File: src/rtl/x_latch_pkg.sv
// Shared types and constants for the latch bank and its channels.
package x_latch_pkg;

    // Per-channel storage state.
    typedef enum logic [0:0] {
        HOLD   = 1'b0,
        POISON = 1'b1
    } chan_state_e;

    // Output mode selection.
    localparam int unsigned MODE_REG    = 0;
    localparam int unsigned MODE_TRANSP = 1;

    // Resolution when set and clear are asserted together.
    localparam int unsigned SR_RST_FIRST = 0;
    localparam int unsigned SR_SET_FIRST = 1;

endpackage

File: src/rtl/x_latch_chan.sv
// One storage channel: hold/poison FSM, data register, change pulse and
// optional transparent bypass.
module x_latch_chan
    import x_latch_pkg::*;
#(
    parameter int unsigned      WIDTH       = 8,
    parameter logic [WIDTH-1:0] INIT        = '0,
    parameter logic [WIDTH-1:0] POISON_VAL  = WIDTH'(8'hA5),
    parameter int unsigned      MODE        = MODE_REG,
    parameter int unsigned      SR_PRIORITY = SR_RST_FIRST
) (
    input  logic             clk_i,
    input  logic             rst_ni,
    input  logic             ge_i,
    input  logic [WIDTH-1:0] d_i,
    input  logic             set_i,
    input  logic             clr_i,
    input  logic             viol_i,
    output logic [WIDTH-1:0] q_o,
    output logic             chg_o,
    output logic             poisoned_o
);

    chan_state_e      state_q, state_d;
    logic [WIDTH-1:0] data_q, data_d;
    logic             chg_q;
    logic             clr_win;
    logic             set_win;
    logic             bypass;

    // Set/clear arbitration: the losing strobe is simply ignored.
    assign clr_win = clr_i & ((SR_PRIORITY == SR_RST_FIRST) | ~set_i);
    assign set_win = set_i & ~clr_win;

    // State register: storage, FSM state and the change pulse.
    always_ff @(posedge clk_i) begin
        if (!rst_ni) begin
            state_q <= HOLD;
            data_q  <= INIT;
            chg_q   <= 1'b0;
        end else begin
            state_q <= state_d;
            data_q  <= data_d;
            chg_q   <= (data_d != data_q);
        end
    end

    // Next-state logic: set/clear, then violation, then gated load.
    always_comb begin
        state_d = state_q;
        data_d  = data_q;
        if (clr_win) begin
            state_d = HOLD;
            data_d  = '0;
        end else if (set_win) begin
            state_d = HOLD;
            data_d  = '1;
        end else if (viol_i) begin
            state_d = POISON;
            data_d  = POISON_VAL;
        end else if ((state_q == HOLD) && ge_i) begin
            data_d = d_i;
        end
    end

    // Output logic: transparent mode passes input through only on a clean gated load.
    always_comb begin
        bypass     = (MODE == MODE_TRANSP) && ge_i && (state_q == HOLD)
                     && !set_i && !clr_i && !viol_i;
        q_o        = bypass ? d_i : data_q;
        chg_o      = chg_q;
        poisoned_o = (state_q == POISON);
    end

endmodule

File: src/rtl/x_latch_bank.sv
// Bank of independent latch-emulation channels with poison tracking.
module x_latch_bank
    import x_latch_pkg::*;
#(
    parameter int unsigned      CHANNELS    = 4,
    parameter int unsigned      WIDTH       = 8,
    parameter logic [WIDTH-1:0] INIT        = '0,
    parameter logic [WIDTH-1:0] POISON_VAL  = WIDTH'(8'hA5),
    parameter int unsigned      MODE        = MODE_REG,
    parameter int unsigned      SR_PRIORITY = SR_RST_FIRST
) (
    input  logic                      CLK,
    input  logic                      NRST,
    input  logic [CHANNELS-1:0]       GE,
    input  logic [CHANNELS*WIDTH-1:0] I,
    input  logic [CHANNELS-1:0]       SET,
    input  logic [CHANNELS-1:0]       RST,
    input  logic [CHANNELS-1:0]       VIOL,
    output logic [CHANNELS*WIDTH-1:0] O,
    output logic [CHANNELS-1:0]       CHG,
    output logic [CHANNELS-1:0]       POISONED
);

    // Reject degenerate or unknown configurations at elaboration.
    if (CHANNELS < 1) begin : gen_bad_channels
        $error("x_latch_bank: CHANNELS must be >= 1");
    end
    if (WIDTH < 1) begin : gen_bad_width
        $error("x_latch_bank: WIDTH must be >= 1");
    end
    if (MODE > MODE_TRANSP) begin : gen_bad_mode
        $error("x_latch_bank: MODE must be 0 or 1");
    end
    if (SR_PRIORITY > SR_SET_FIRST) begin : gen_bad_sr
        $error("x_latch_bank: SR_PRIORITY must be 0 or 1");
    end

    // One channel instance per slice; channels share only the clock and reset.
    for (genvar c = 0; c < CHANNELS; c++) begin : gen_chan
        x_latch_chan #(
            .WIDTH      (WIDTH),
            .INIT       (INIT),
            .POISON_VAL (POISON_VAL),
            .MODE       (MODE),
            .SR_PRIORITY(SR_PRIORITY)
        ) u_chan (
            .clk_i      (CLK),
            .rst_ni     (NRST),
            .ge_i       (GE[c]),
            .d_i        (I[c*WIDTH +: WIDTH]),
            .set_i      (SET[c]),
            .clr_i      (RST[c]),
            .viol_i     (VIOL[c]),
            .q_o        (O[c*WIDTH +: WIDTH]),
            .chg_o      (CHG[c]),
            .poisoned_o (POISONED[c])
        );
    end

endmodule

File: config.mk
export PLATFORM = sky130hd
export DESIGN_NAME = x_latch_bank
export DESIGN_NICKNAME = d
export VERILOG_FILES = /design/src/rtl/x_latch_pkg.sv /design/src/rtl/x_latch_chan.sv /design/src/rtl/x_latch_bank.sv
export SDC_FILE = /design/constraint.sdc
export NUM_CORES = 1
export LEC_CHECK = 0
export CELL_PAD_IN_SITES_DETAIL_PLACEMENT = 1
export CELL_PAD_IN_SITES_GLOBAL_PLACEMENT = 1
export CORE_AREA = 2 2 98 100
export DETAILED_ROUTE_END_ITERATION = 16
export DIE_AREA = 0 0 100 102
export GPL_ROUTABILITY_DRIVEN = 1
export PLACE_DENSITY_LB_ADDON = 0.2
export SYNTH_ARGS = -nofsm -noshare
export SYNTH_HDL_FRONTEND = slang
export SYNTH_HIERARCHICAL = 1
export SYNTH_SLANG_ARGS = --single-unit
File: constraint.sdc
create_clock -name CLK -period 1.7 [get_ports CLK]
set_input_delay 0.34 -clock CLK [delete_from_list [all_inputs] [get_ports CLK]]
set_output_delay 0.34 -clock CLK [all_outputs]
set_load 0.1 [all_outputs]
==> flow_metrics.py <==
metrics = {
    "floorplan": {
        "die_x_um": 100,
        "core-area_um2": 9109,
        "row_count": 35,
        "ios": 90,
        "initial_core_util_pct": 32.03,
        "chipHeight_um": 102,
        "die-area_um2": 10200,
    },
    "placed_design": {
        "place.gp.congestion": 0.8801,
        "dp_cells": 670,
        "io_buffers": 89,
        "hpwl_um": 8577,
    },
    "sta": {
        "finalSetupViolations": 0,
        "worstMarginPinSlew_ns": 0.3717,
        "skew_ns": 0.006078,
        "rsz0062_at_grt": "no",
        "timing.final.crit_share_pct": 95.90,
        "relSlewSlack_pct": 75.07,
        "fin_setup_tns_ns": 0,
        "slew_violations": 0,
        "whs_ns": 0.3743,
        "fmax_ghz": 0.6134,
        "post-route-min-period_ns": 1.630,
        "hold_violations": 0,
    },
    "logic_synthesis": {
        "synth_top_cell_by_area": "dfxtp_1",
        "avgSynthCellArea_um2": 7.151,
        "synth_nets": 458,
        "seq_area_frac_synth_pct": 27.44,
        "yosysWarningCount": 6,
        "async_flop_share_pct": 0,
        "synthTopCellsByArea": "dfxtp_1 (27%), nand2_1 (8.9%), nor2_1 (5.9%)",
        "yosysTopAreaCellShare_pct": 27.44,
        "ys_seq_elements": 40,
        "syn-instance-count": 408,
        "ys_types": 48,
        "netlist_area_um2": 2918,
        "synth_edf_count": 0,
        "synthFlopType": "dfxtp_1",
    },
    "clocking": {
        "clock-sinks": 40,
        "clockRootBuffer": "clkbuf_8",
        "clockBufferDepth": 2,
        "clkSlewWorstSetupHoldPaths_ns": 0.08,
        "cts_tree": "yes",
        "clkLatencyLatePin_ns": 0.29,
        "cts_made_buffers": 5,
        "cts-htree-levels": 2,
    },
    "routing": {
        "ant_nets": 0,
        "totalWireLength_um": 11400,
        "wire_per_inst_um": 16.71,
        "vias_per_cell": 5.425,
        "drcViolationCount": 0,
        "firstDrtPassIters": 4,
        "vias": 3700,
        "dr.first_iter.drc_count": 57,
    },
    "global_route": {
        "grt_pass1_wl_um": 18280,
        "grt_max_degree": 27,
        "grt.total_usage_pct": 21.94,
        "overflow": 0,
        "first_global_vias": 3839,
        "antenna_found_initial": 0,
    },
    "setup_path": {
        "criticalPathCategory": "in2reg",
        "crit_buf_inv": 1,
        "critical_path.slowest_cell": "clkdlybuf4s50_1",
        "max_stage_delay_ns": 0.43,
        "end_kind": "flop",
        "worstPathArrival_ns": 1.79,
        "required_ns": 1.86,
        "worst_setup_path_start_kind": "primary input",
        "critPathTopFamily": "compound AO/OA/AOI/OAI gates",
        "crit_chain": "clkdlybuf4s50_1 > nor2b_4 > a2111oi_4 > a21oi_2 > o32ai_2 > a41oi_1",
        "crit_path_max_fanout": 5,
    },
    "pwr": {
        "clockPowerShare_pct": 20.8,
        "power_density_nw_per_um2": 628.0,
        "p_comb_share_pct": 45.0,
        "sequentialPowerShare_pct": 34.2,
        "vdd_drop_max_uv": 396.7,
        "p_int_mw": 1.963,
        "p_leak_nw": 2.256,
        "switching_share_pct": 39.26,
        "p_switching_mw": 1.269,
    },
    "layout": {
        "n_antenna_cell": 0,
        "nets": 620,
        "fillCellCount": 1114,
        "areaGrowthSynthToFinish_pct": 76.42,
        "drive_gt1_share_pct": 33.27,
        "final_cells": 682,
    },
    "min_path": {
        "hp-class": "in2reg",
    },
    "job": {
        "cap_violations": 0,
    },
    "outcome": {
        "outcome": "finished, final reports clean",
    },
}
kinds of logic after synthesis:
| group | after synthesis | share of synthesized area, % |
|---|---|---|
| and+or+nand+nor | 180 | 29.29 |
| DFF | 40 | 27.44 |
| buffers and inverters | 41 | 6.346 |
| AOI/OAI and AO/OA | 147 | 36.92 |
synth_stat cells, types with 4 or more instances:
master / n
a211o_1: 5
a211oi_1: 8
a21oi_1: 32
a22oi_1: 4
a31oi_1: 19
buf_2: 16
dfxtp_1: 40
inv_1: 20
nand2_1: 69
nand2b_1: 16
nand3_1: 7
nand3b_1: 4
nand4_1: 6
nor2_1: 46
nor2b_1: 12
nor3_1: 5
o211a_1: 6
o211ai_1: 11
o21a_1: 13
o21ai_0: 12
o21bai_1: 4
o311ai_1: 6
o32ai_1: 4
cell type report:
cell class                      count  area, µm²  share of cell area [%]
Timing Repair Buffer              176       1983                   38.53
Clock buffer                        8      90.09                   1.750
Sequential cell                    40      850.8                   16.53
Tap cell                          111      138.9                   2.698
Inverter                           20      75.07                   1.458
Multi-Input combinational cell    327       2009                   39.04
worst reg2reg max path, stage by stage (launching register included):
cell and delay, ns:
dfxtp_4 0.40, nor2b_4 0.06, a211o_1 0.29, a22o_1 0.22
o41ai_2 0.38, o311ai_1 0.15
worst paths after layout:
path | depth (start not counted) | slack, ns | end | from
worst max-delay path | 6 | 0.07 | gen_chan[0].u_chan/chg_o | SET[0]
worst min-delay path | 3 | 0.37 | gen_chan[3].u_chan/poisoned_o | SET[3]
worst max register to register | 5 | 0.08 | gen_chan[3].u_chan/chg_o | gen_chan[3].u_chan/poisoned_o
worst min register to register | 2 | 0.51 | gen_chan[1].u_chan/q_o[7] | gen_chan[1].u_chan/q_o[7]
cell usage in the layout (no fill, tap or decap), types with 3 or more instances in the layout:
master           count
a211o_1              5
a211oi_1             8
a21oi_1             32
a22o_1               3
a22oi_1              4
a311o_1              3
a31oi_1             19
a32oi_1              3
and3_1               3
buf_12              41
buf_4               86
clkbuf_8             6
clkdlybuf4s50_1     31
dfxtp_1              8
dfxtp_2             28
dfxtp_4              4
dlygate4sd2_1        3
dlymetal6s2s_1      14
inv_1               20
nand2_1             69
nand2b_1            13
nand2b_2             3
nand3_1              7
nand3b_1             4
nand4_1              6
nor2_1              44
nor2b_1              6
nor2b_4              7
nor3_1               5
nor3b_1              3
o211a_1              6
o211ai_1            11
o21a_1              13
o21ai_0             12
o21bai_1             4
o311ai_1             6
o32ai_1              3
o41ai_1              3
o41ai_2              3
power by group through the flow:
stage	logic [mW]	clock network, mW	registers [mW]
CTS	1.43	0.707	1.11
global placement	1.39	0	1.12
detailed placement	1.42	0	1.13
floorplan	0.377	0	1.49
finish	1.45	0.672	1.11
global route	1.54	0.749	1.12
state kept, by name (all words and copies together), names as in the netlist:
name	cells
gen_chan.u_chan/q_o	32
gen_chan.u_chan/chg_o	4
gen_chan.u_chan/poisoned_o	4
metrics by stage:
stage          total power [mW]  instance area (µm²)  util [%]  setup WS, ns
5_1_grt                   3.406                 5147     56.51       0.01021
2_1_floorplan             1.868                 2968         -       0.02002
3_3_place_gp              2.519                 4923     54.05       -0.4048
4_1_cts                   3.247                 5041     55.34     -0.001692
6_report                  3.233                 5147     56.51       0.06972
3_5_place_dp              2.550                 4923     54.05       -0.4857
repair_timing:
| item | 4_1_cts | 5_1_grt |
|---|---|---|
| buffers inserted | 0 | 4 |
| pin swaps | 1 | 10 |
| gates resized for setup | 12 | 29 |
| endpoints found under the setup margin | 11 | 4 |
| hold buffers | 0 | 0 |
per-layer routing:
metal  vias up  global-route usage, %  routed length (µm)
li1       1814                      -                   -
met1      1805                  27.30                5043
met2        72                  40.70                5947
met3         9                  2.736                 320
met4         0                  4.742                  85
met5         -                      0                   0
Note: power is estimated with default switching activity, not from simulation.
==> edit 1, RTL diff (same settings) <==
Add an input register stage for `VIOL`; this delays it by one clock. The other inputs are not delayed to match.
--- a/src/rtl/x_latch_bank.sv
+++ b/src/rtl/x_latch_bank.sv
@@ -21,4 +21,10 @@
     output logic [CHANNELS-1:0]       POISONED
 );
+
+    logic [CHANNELS-1:0] VIOL_q;
+
+    always_ff @(posedge CLK) begin
+        VIOL_q <= VIOL;
+    end
 
     // Reject degenerate or unknown configurations at elaboration.
@@ -51,5 +57,5 @@
             .set_i      (SET[c]),
             .clr_i      (RST[c]),
-            .viol_i     (VIOL[c]),
+            .viol_i     (VIOL_q[c]),
             .q_o        (O[c*WIDTH +: WIDTH]),
             .chg_o      (CHG[c]),
Function: changed (Yosys sat finds a counterexample within 4 cycles, from zero or initial values and one cycle with NRST low).
==> edit 1 against the unedited design <==
The run now ends with negative setup slack left. Worst setup slack worse by 0.076 ns. Cell count decreased by 0.15%. Die area stayed put. Area after synthesis grew 2.7%. Utilization up 0.33 points. Sequential cell count grew 4. Highest routed layer unchanged. Power grew 3.0%. Count of clock-buffer cells in the layout shrank 3. Clock skew up 0.0061 ns. Register-to-register slack got worse by 0.02 ns. Critical path type unchanged. Cell area rose by 0.58%. Critical path depth unchanged. Largest cell class unchanged. Routed wire length up 0.18%.
==> edit 1: results <==
set metrics [dict create \
    status "complete, but fails checks" \
    violations "negative setup slack" \
    seq_area_frac_synth_pct 29.4 \
    r2r_cells 6 \
    final.setup.tns_ns -0.00589 \
    r2r_start "VIOL_q[2]" \
    reg2reg_slack_ns 0.06 \
    p_sw_share_pct 39.6 \
    grt_pass1_vias 3959 \
    slew_headroom_pct 77.1 \
    syn_nets 462 \
    hold_slack_ns 0.459 \
    arrival_ns 1.86 \
    setup_violations 1 \
    dp_hpwl_mm 8.69 \
    setup_ws_ns -0.00589 \
    syn_inst 412 \
    ir_worst_vdd_v 0.000291 \
    vias 3757 \
    holdPathEnd "gen_chan[2].u_chan/poisoned_o" \
    synth_area_leaders "dfxtp_1 29%, nand2_1 8.6%, nor2_1 5.8%, a21oi_1 5.3%, a31oi_1 4.0%" \
    vias_per_cell 5.52 \
    finClkSkew_ns 0.0122 \
    gp_congestion 0.863 \
    reg2reg_to "gen_chan[2].u_chan/chg_o" \
    track_usage_pct 22.1 \
]
[edit 1: layout make-up]
type                    count  area (um^2)
inverters                  20         75.1
multi-input cells         327         2020
fillers                  1099         3930
flip-flops and latches     44          933
repair buffers            172         1930
clock inverters             2         12.5
well taps                 111          139
clock buffers               5         68.8
[edit 1: power groups by stage]
stage               logic (mW)  clock network [mW]  registers [mW]
floorplan                0.377                   0            1.60
global placement          1.38                   0            1.24
detailed placement        1.42                   0            1.24
CTS                       1.43               0.685            1.22
global route              1.53               0.733            1.24
finish                    1.45               0.664            1.22
[edit 1: repair_timing]
item	in CTS	in global routing
setup endpoints to repair	8	4
cloned	0	0
setup buffers	1	3
pin swaps	3	6
gates resized for setup	15	16
[edit 1: cell families (layout without fill, tap and decap cells)]
family / count (synthesis) / in the layout / share of synthesized area (%)
buffers and inverters: 41 / 199 / 6.18
AND/OR/NAND/NOR: 180 / 180 / 28.5
AO/OA/AOI/OAI: 147 / 147 / 35.9
flip-flops: 44 / 44 / 29.4
[edit 1: routing by layer]
metal	GRT usage (%)	vias to the layer above	part of all wire, %
li1	-	1814	-
met1	26.0	1827	43
met2	41.2	95	52
met3	3.21	21	3.2
met4	7.17	0	1.9
met5	0	-	0
[edit 1: how the worst max path moves through the flow]
stage | from | endpoint | slack, ns | cells after the start
after global routing | GE[2] | gen_chan[2].u_chan/chg_o | -0.04 | 6
after global placement | GE[3] | gen_chan[3].u_chan/chg_o | -0.38 | 6
after CTS | GE[3] | gen_chan[3].u_chan/chg_o | 0.001 | 6
after detailed placement | GE[3] | gen_chan[3].u_chan/chg_o | -0.53 | 5
final | GE[2] | gen_chan[2].u_chan/chg_o | -0.006 | 6
after floorplan | gen_chan[0].u_chan/poisoned_o | gen_chan[0].u_chan/chg_o | 0.02 | 5
==> edit 2, RTL diff (config.mk and constraints unchanged) <==
Made on the original files. Set the parameter `CHANNELS` to 5 (it was 4).
--- a/src/rtl/x_latch_bank.sv
+++ b/src/rtl/x_latch_bank.sv
@@ -3,5 +3,5 @@
     import x_latch_pkg::*;
 #(
-    parameter int unsigned      CHANNELS    = 4,
+    parameter int unsigned      CHANNELS    = 5,
     parameter int unsigned      WIDTH       = 8,
     parameter logic [WIDTH-1:0] INIT        = '0,
Ports: changed (8 resized); port bits go from 90 to 112. The function was not compared with the original's and may differ.
==> edit 2 against the unedited design <==
The run now fails in 5_1_grt. Area after synthesis is 25% higher.
==> edit 2: results <==
set metrics [dict create \
    status "stopped before the end" \
    haltStage "5_1_grt" \
    firstError "[ERROR GRT-0232] Routing congestion too high. Check the congestion heatmap in the GUI." \
    synthArstFlopShare_pct 0 \
    grtUsageMet1_pct 60.6 \
    syn_inst 510 \
    dp_slack_ns -0.485 \
    placedCellCount 816 \
    postGrtWorstEndpoint "gen_chan[4].u_chan/chg_o$_SDFF_PN0_/D" \
    track_usage_pct 64.5 \
    io_buffers 111 \
    syn_nets 572 \
    grt_max_degree 25 \
    grt-ovfl-total 5 \
    gr-usage-met2_pct 88.9 \
    dp_hpwl_mm 13.3 \
    endpoint_type "sequential cell input" \
    antenna_found_initial 2 \
    cts_buffers 5 \
    post_synth_num_cell_types 48 \
    htreeDepth 2 \
    use_met3_pct 43.6 \
    clock_path_buffers 2 \
    num_rows 35 \
    synth_commonest_cells "86 x nand2_1, 56 x nor2_1, 50 x dfxtp_1" \
    synth_seq_cells 50 \
    seq_area_frac_synth_pct 27.5 \
    cts-root-buf "clkbuf_8" \
    yosys_warnings 6 \
    synth_area_leaders "dfxtp_1 27%, nand2_1 8.9%, nor2_1 5.8%, a21oi_1 5.5%, a31oi_1 4.1%" \
    gp_congestion 0.878 \
]
==> edit 2: changes by cell type after synthesis, sizes merged, moves of 3 or more <==
| cell | change |
|---|---|
| o21a | +4 |
| o211ai | +3 |
| a31oi | +5 |
| nor2 | +10 |
| a21oi | +8 |
| dfxtp | +10 |
| nand2 | +17 |
| buf | +4 |
| o21ai | +3 |
| inv | +6 |
| nor2b | +4 |
| nand2b | +3 |
==> edit 2: what timing repair did <==
item	4_1_cts
cloned	0
buffers inserted	2
setup endpoints to repair	7
pin swaps	5
gates resized for setup	28
==> edit 2: kinds of logic after synthesis <==
group           count (synthesis)  synth area share, %
simple gates                  223                 29.0
buf+inv                        52                 6.39
compound gates                185                 37.2
flops                          50                 27.5
==> edit 2: stage by stage <==
step	area, um^2	util, %	TNS, ns	hold WS, ns
after floorplan	3700	-	0	0.409
after global placement	6160	67.6	-4.46	0.494
after detailed placement	6160	67.6	-8.49	0.513
after CTS	6310	69.3	0	0.496
